==> src/rtl/poly_pitch_generator.sv <==
// poly_pitch_generator
//   CHANNELS independent square-wave voices. Each voice is programmed with a
//   {note, octave} byte. A two-state lookup FSM shares one external,
//   combinational period ROM between all voices. A registered mix bus sums
//   the levels of the voices whose wave output is currently high.
//
// Optional feature macro: VOLUME_EN
//   defined   : vol is latched per voice on each write and is that voice's
//               mix level (0 mutes the voice in the mix only).
//   undefined : vol is ignored and every voice contributes level 3.
//
// Ports
//   clk        in   system clock
//   rst        in   synchronous, active-high reset
//   we         in   write request, taken on an edge where we && ready
//   ch         in   target voice for the write
//   data       in   {note[7:4], octave[3:0]}; note 0 = silent, 1..12 = C..B
//   vol        in   voice volume (VOLUME_EN builds only)
//   ready      out  FSM idle, a write can be accepted
//   rom_addr   out  (note-1)*10 + octave during LOOKUP, otherwise 0
//   rom_data   in   period word for rom_addr, valid in the same cycle
//   wave       out  per-voice square wave
//   mix        out  registered sum of voice levels, one cycle behind wave
//   dbg_state  out  FSM state (0 = IDLE, 1 = LOOKUP)
//
// Handshake: a write is accepted on the rising edge where we && ready are
// both high. While ready is low, we is ignored and nothing is queued, so the
// writer holds we (and ch/data/vol) until it sees ready.
module poly_pitch_generator #(
    parameter  int CHANNELS = 4,
    parameter  int PERIOD_W = 32,
    parameter  int CH_W     = 2,
    localparam int MIX_W    = $clog2(3 * CHANNELS + 1)
) (
    input  logic                clk,
    input  logic                rst,
    input  logic                we,
    input  logic [CH_W-1:0]     ch,
    input  logic [7:0]          data,
    input  logic [1:0]          vol,
    output logic                ready,
    output logic [6:0]          rom_addr,
    input  logic [PERIOD_W-1:0] rom_data,
    output logic [CHANNELS-1:0] wave,
    output logic [MIX_W-1:0]    mix,
    output logic [0:0]          dbg_state
);

    localparam logic [0:0] ST_IDLE   = 1'b0;
    localparam logic [0:0] ST_LOOKUP = 1'b1;

    logic [0:0]          state_q, state_d;
    logic [CH_W-1:0]     ch_q, ch_d;
    logic [7:0]          data_q, data_d;

    logic [PERIOD_W-1:0] period_q [CHANNELS];
    logic [PERIOD_W-1:0] period_d [CHANNELS];
    logic [PERIOD_W-1:0] cnt_q    [CHANNELS];
    logic [PERIOD_W-1:0] cnt_d    [CHANNELS];
    logic [CHANNELS-1:0] wave_q, wave_d;
    logic [CHANNELS-1:0] en_q, en_d;
    logic [MIX_W-1:0]    mix_q, mix_d;

`ifdef VOLUME_EN
    logic [1:0]          vol_lat_q, vol_lat_d;
    logic [1:0]          voice_vol_q [CHANNELS];
    logic [1:0]          voice_vol_d [CHANNELS];
`else
    logic                unused_vol;
    assign unused_vol = ^vol;
`endif

    logic [3:0] note;
    logic [3:0] octave;
    logic       data_ok;
    logic       rom_ok;
    logic       lookup;

    assign note    = data_q[7:4];
    assign octave  = data_q[3:0];
    assign data_ok = (note >= 4'd1) && (note <= 4'd12) && (octave <= 4'd9);
    // A period below 2 has a zero half-period and could never toggle.
    assign rom_ok  = rom_data >= PERIOD_W'(2);
    assign lookup  = (state_q == ST_LOOKUP);

    assign ready     = (state_q == ST_IDLE);
    assign dbg_state = state_q;
    assign wave      = wave_q;
    assign mix       = mix_q;

    // Invalid data still spends the LOOKUP cycle but parks the ROM at 0.
    always_comb begin
        rom_addr = 7'd0;
        if (lookup && data_ok) begin
            rom_addr = 7'(note - 4'd1) * 7'd10 + 7'(octave);
        end
    end

    // Lookup FSM: IDLE accepts a write, LOOKUP always lasts one cycle.
    always_comb begin
        state_d = state_q;
        ch_d    = ch_q;
        data_d  = data_q;
`ifdef VOLUME_EN
        vol_lat_d = vol_lat_q;
`endif
        case (state_q)
            ST_IDLE: begin
                if (we) begin
                    state_d = ST_LOOKUP;
                    ch_d    = ch;
                    data_d  = data;
`ifdef VOLUME_EN
                    vol_lat_d = vol;
`endif
                end
            end
            default: state_d = ST_IDLE;
        endcase
    end

    // Voice counters plus write-back at the end of LOOKUP. A channel index
    // with no matching voice matches nothing, so that write is simply consumed.
    always_comb begin
        wave_d = wave_q;
        en_d   = en_q;
        for (int i = 0; i < CHANNELS; i++) begin
            period_d[i] = period_q[i];
            cnt_d[i]    = cnt_q[i];
`ifdef VOLUME_EN
            voice_vol_d[i] = voice_vol_q[i];
`endif
            if (en_q[i]) begin
                if (cnt_q[i] == (period_q[i] >> 1) - PERIOD_W'(1)) begin
                    cnt_d[i]  = '0;
                    wave_d[i] = ~wave_q[i];
                end else begin
                    cnt_d[i] = cnt_q[i] + PERIOD_W'(1);
                end
            end else begin
                cnt_d[i]  = '0;
                wave_d[i] = 1'b0;
            end

            if (lookup && (ch_q == CH_W'(i))) begin
                period_d[i] = rom_data;
                cnt_d[i]    = '0;
                wave_d[i]   = 1'b0;
                en_d[i]     = data_ok && rom_ok;
`ifdef VOLUME_EN
                voice_vol_d[i] = vol_lat_q;
`endif
            end
        end
    end

    // Mix is built from the registered waves, hence one cycle behind them.
    always_comb begin
        mix_d = '0;
        for (int i = 0; i < CHANNELS; i++) begin
            if (wave_q[i]) begin
`ifdef VOLUME_EN
                mix_d = mix_d + MIX_W'(voice_vol_q[i]);
`else
                mix_d = mix_d + MIX_W'(2'd3);
`endif
            end
        end
    end

    always_ff @(posedge clk) begin
        if (rst) begin
            state_q <= ST_IDLE;
            ch_q    <= '0;
            data_q  <= '0;
            wave_q  <= '0;
            en_q    <= '0;
            mix_q   <= '0;
            for (int i = 0; i < CHANNELS; i++) begin
                period_q[i] <= '0;
                cnt_q[i]    <= '0;
`ifdef VOLUME_EN
                voice_vol_q[i] <= '0;
`endif
            end
`ifdef VOLUME_EN
            vol_lat_q <= '0;
`endif
        end else begin
            state_q <= state_d;
            ch_q    <= ch_d;
            data_q  <= data_d;
            wave_q  <= wave_d;
            en_q    <= en_d;
            mix_q   <= mix_d;
            for (int i = 0; i < CHANNELS; i++) begin
                period_q[i] <= period_d[i];
                cnt_q[i]    <= cnt_d[i];
`ifdef VOLUME_EN
                voice_vol_q[i] <= voice_vol_d[i];
`endif
            end
`ifdef VOLUME_EN
            vol_lat_q <= vol_lat_d;
`endif
        end
    end

endmodule

==> config.mk <==
export PLATFORM = sky130hd
export DESIGN_NAME = poly_pitch_generator
export DESIGN_NICKNAME = d
export VERILOG_FILES = /design/src/rtl/poly_pitch_generator.sv
export SDC_FILE = /design/constraint.sdc
export NUM_CORES = 1
export LEC_CHECK = 0
export CORE_AREA = 2 2 165 329
export CTS_CLUSTER_SIZE = 20
export DETAILED_ROUTE_END_ITERATION = 8
export DIE_AREA = 0 0 167 331
export GPL_TIMING_DRIVEN = 0
export PLACE_DENSITY = 0.48
export SLEW_MARGIN = 20
export SYNTH_ARGS = -nofsm -noshare
export SYNTH_HDL_FRONTEND = slang
export SYNTH_SLANG_ARGS = --single-unit
==> constraint.sdc <==
create_clock -name clk -period 6.5 [get_ports clk]
set_input_delay 1.3 -clock clk [delete_from_list [all_inputs] [get_ports clk]]
set_output_delay 1.3 -clock clk [all_outputs]
set_load 0.01 [all_outputs]
======== After elaboration in Yosys (flattened, before gate mapping) ========
Memory sizes are Yosys's and may differ from the RTL's.
Index checks and enable logic that the tools add are counted.
storage, ports and cells
  register bits ........................... 23
  bits in writable memories ............... 256
  bits of input ports ..................... 47
  output and inout port bits .............. 17
  word-level logic and storage cells ...... 104
  memories kept ........................... 2
memory list
  memory    depth  bits a word  read ports  clocked after memory_dff  write ports  RTL line  RTL
  cnt_q     4      32           4           0                         4            58        logic [PERIOD_W-1:0] cnt_q [CHANNELS];
  period_q  4      32           4           0                         4            56        logic [PERIOD_W-1:0] period_q [CHANNELS];
cells by class
  add/sub/neg operators ................... 13
  $mul .................................... 1
  magnitude comparators ................... 4
  equality and inequality tests ........... 7
  mux-type cells .......................... 33
  bitwise operators ....................... 17
  reductions and logical operators ........ 15
operators by type and width
  operator                                                                number
  32-bit 2-to-1 mux                                                       24
  32-bit by 1-bit adder with 32-bit output, second input constant         4
  32-bit equality test                                                    4
  31-bit by 1-bit subtractor with 32-bit output, second input constant    4
  32-bit by 2-bit >= comparator with 1-bit output, second input constant  1
  4-bit by 2-bit adder with 4-bit output, second input constant           3
  4-bit 2-to-1 mux                                                        3
  3-bit OR reduction                                                      4
  1-bit NOT                                                               9
  4-bit <= comparator, second input constant                              2
  1-bit logical AND                                                       8
  1-bit OR                                                                8
  7-bit by 4-bit adder with 7-bit output                                  1
  7-bit by 3-bit multiplier with 6-bit output, second input constant      1
  7-bit 2-to-1 mux                                                        1
  4-bit by 1-bit subtractor with 5-bit output, second input constant      1
  2-bit equality test, second input constant                              2
  4-bit by 1-bit >= comparator with 1-bit output, second input constant   1
  1-bit 2-to-1 mux                                                        4
  2-bit by 1-bit equality test with 1-bit output, second input constant   1
  2-bit zero test                                                         1
  2-bit 2-to-1 mux                                                        1
  2-bit AND reduction                                                     1
  2-bit OR reduction                                                      1

======== Longest topological paths before layout ========
  depth after elaboration ................. 7
  mapped depth ............................ 14
  mapped depth without buffers ............ 11

======== Worst setup path before layout ========
OpenSTA, ideal clock, no wires.
  path type ............................... reg-to-output
  start point ............................. register data_q[4]
  end point ............................... output port rom_addr[6]
  arrival ................................. 2.460 ns
  required time ........................... 5.200 ns
  slack ................................... 2.740 ns
  cell stages (with the launch flop) ...... 11
  buffers on the path ..................... 0
  cells stage by stage .................... dfxtp_1 > or3_1 > xnor2_1 > ha_1 > ha_1 > inv_1 > fa_1 > nor3b_1 > xnor2_1 > xnor2_1 > nor2_1
on the way
  longest elaborated chain between the ends .. 5
  elaborated cells between the ends (all ways) .. 9
  those cells by class .................... add/sub (2); mul (1); order compare (2); mux (1); reduce/logical (3)
ends and longest elaborated chain
  element                                                                              RTL line  RTL
  start: declaration                                                                   54        logic [7:0] data_q, data_d;
  start signal: assignment                                                             192       data_q <= data_d;
  branches (longest 4 deep; another with 7-bit by 3-bit multiplier with 6-bit output)  -
  7-bit 2-to-1 mux *                                                                   94        if (lookup && data_ok) begin
  end: declaration                                                                     42        output logic [6:0] rom_addr,
Every way passes the cells marked *.

======== Final worst setup path ========
Ends and elaborated chain as after synthesis.

==> reports/results.txt <==
post-CTS sizing - 0
Reg clk slew, reported paths - 60 ps
Slew @ Worst Pin - 1030 ps
DR vias/cell - 5.27
Post-synth top flop - dfxtp_1
drt pass-1 iters - 7
Startpoint Class - flip-flop
final hold vios - 0
critical path peak fanout - 4
drt initial violations - 689
Post-synth EDFFs - 0
initial antenna violation count - 1
Synth Warn # - 0
Max Cap Viol - 0
setup TNS - 0 ps
Routed WL - 53.8 mm
power density cells - 220 nW/um^2
fin util - 34.5%
top cell type by total area after synthesis - dfxtp_1
Max Buffers Root-to-Sink - 3
Clk Latency, worst-skew pair - 580 ps
worst IR drop on VDD - 0.199 mV
Residual DRC - 0
TritonCTS Buffers - 28
fin. max-slew vios - 0
Final setup viols - 0
status - finished clean
HPWL after DPL - 42.0 mm
Port Buf Inserts - 59
Mean Syn Cell Area - 7.80 um^2
worst min path class - flip-flop to flip-flop
number of global-route vias before repair - 14500
clk sinks - 275
Routed WL per cell - 19.3 um
Crit Path Class - flip-flop to primary output
min cycle time layout - 5040 ps
largest net degree at the start of global routing - 16
htree depth - 1
DR vias - 14700
CTS tree - built
Slew headroom - 30.8%
gpl congestion - 0.869
Cells after Synth - 2015
Row Count - 119
initial core utilization - 29.9%
CP Capture Type - primary output
WP data required - 5200 ps
post-route ant nets - 0
CTS hold repair buffers - 0
die area - 55300 um^2
share of layout cells above drive strength 1 - 4.43%
Final Instance Area - 18100 um^2
All-Layer GR Usage - 19.1%
top cells by area, synth - dfxtp_1 35%, nand2_1 8.2%, xor2_1 8.1%
count of cell types in the netlist - 79
Total Power - 4.00 mW
Reg area - 5510 um^2
register area share after synthesis - 35.0%
area of the multi-input gates - 9600 um^2
Synth-to-Final Area Change - 15.4%
Max Clk Rate - 198 MHz
crit path DAT - 3740 ps
Area after DPL - 17100 um^2
synthesized net count - 2086
share of the synthesized area in the top cell type - 35.0%
I/O Pins - 64
Period Utilization, post-route - 77.5%
Syn Std Cell Area - 15700 um^2
Core Box Area - 52600 um^2
Leakage - 6.19 nW
die outline height - 331 um
Yosys reg bits - 275
first-pass GRT wire length - 82.6 mm
# Post-CTS Setup Buffers - 0
layout net count - 2175
CTS root buffer - clkbuf_16
setup repair after global routing missed its margin - no
Layout Skew - 9.04 ps
Worst R2R Setup Slack - 2490 ps
total grt overflow - 0
Die Wd - 167 um
Layout fillers - 5582
asr flop ratio synth - 0%
worst max-delay path, stage by stage, from the launching register on:
cell and delay, ps:
dfxtp_1 340, or3_1 400, xnor2_1 250, ha_1 290, ha_1 190, inv_1 60, fa_1 450, nor3b_1 260
xnor2_1 170, xnor2_1 90, nor2_1 110, clkdlybuf4s50_1 550
final timing paths:
path	start	to	depth (start not counted)
hold / removal	data_q[5]$_SDFFE_PP0P_	data_q[5]$_SDFFE_PP0P_	2
setup reg to reg	period_q[3][1]$_SDFFE_PP0P_	cnt_q[3][25]$_SDFF_PP0_	11
hold reg to reg	data_q[5]$_SDFFE_PP0P_	data_q[5]$_SDFFE_PP0P_	2
setup / recovery	data_q[4]$_SDFFE_PP0P_	rom_addr[6]	11
cell type report:
type	instances	share of cell area (%)
Timing Repair Buffer	59	3.25
Inverter	37	0.765
Sequential cell	275	30.3
Tap cell	665	4.59
Multi-Input combinational cell	1587	52.9
Clock buffer	35	4.40
Buffer	116	2.69
Clock inverter	14	1.05
Antenna cell	1	0.0138
flip-flops by register name, summed over array words and instances, names as in the netlist:
signal	flops
en_q	4
mix	4
ch_q	2
data_q	8
cnt_q	128
period_q	124
wave	4
dbg_state	1
power by group:
| part | internal, mW | switching [mW] |
|---|---|---|
| Combinational | 0.207 | 0.303 |
| Clock | 1.03 | 0.732 |
| Sequential | 1.70 | 0.0268 |
| Total | 2.94 | 1.06 |
cells in the mapped netlist (5+ instances only):
| cell | number |
|---|---|
| o31a_1 | 5 |
| nor2b_1 | 17 |
| xor2_1 | 145 |
| dfxtp_1 | 275 |
| mux2i_1 | 9 |
| nor3b_1 | 12 |
| or2_2 | 9 |
| or4_1 | 28 |
| o2111ai_1 | 5 |
| buf_6 | 5 |
| inv_1 | 37 |
| nand4_1 | 45 |
| and4_1 | 13 |
| nor2_1 | 144 |
| nand3b_1 | 10 |
| a21oi_1 | 153 |
| o211ai_1 | 10 |
| o21ai_0 | 22 |
| nand2_1 | 345 |
| ha_1 | 21 |
| and3_1 | 35 |
| a211oi_1 | 13 |
| buf_2 | 6 |
| and2_1 | 6 |
| nand2b_1 | 12 |
| or3_1 | 21 |
| a31oi_1 | 16 |
| nand3_1 | 88 |
| nor3_1 | 117 |
| nor4_1 | 54 |
| xnor2_1 | 133 |
| clkbuf_1 | 100 |
routing by layer:
layer  global-route usage (%)  share of wire [%]  up-vias  wire length [um]
li1                         -                  -     7227                 -
met2                     38.1                 55      339             29500
met3                     2.04                3.6      146              1910
met4                     11.2                5.9        0              3200
met5                        0                  0        -                 0
met1                     18.7                 36     6984             19100
cells by family (layout without fill, tap and decap cells):
family	Yosys count	in the layout	share of synthesized area, %
AOI/OAI and AO/OA	281	281	11.0
xor gates and xnor gates	278	278	15.5
adders and majority gates	24	24	2.05
buffers and inverters	153	261	3.99
DFF	275	275	35.0
muxes	13	13	0.875
other	0	1	0
and+or+nand+nor	991	991	31.6
stage by stage:
| stage | hold slack (ps) | cells | worst slack (ps) |
|---|---|---|---|
| 2_1_floorplan | 436 | 2015 | 2740 |
| 3_3_place_gp | 449 | 2739 | 2060 |
| 6_report | 469 | 2789 | 1460 |
| 5_1_grt | 487 | 2789 | 1310 |
| 4_1_cts | 470 | 2788 | 1410 |
| 3_5_place_dp | 461 | 2739 | 2040 |
cell usage in the layout, fill, tap and decap left out, drive strengths merged, types with 59 or more instances in the layout:
| cell | count |
|---|---|
| xnor2 | 133 |
| nor3 | 118 |
| clkbuf | 135 |
| nor2 | 144 |
| dfxtp | 275 |
| nand3 | 89 |
| a21oi | 153 |
| clkdlybuf4s50 | 59 |
| nor4 | 59 |
| nand2 | 345 |
| xor2 | 145 |
Note: power is estimated with default switching activity, not from simulation.
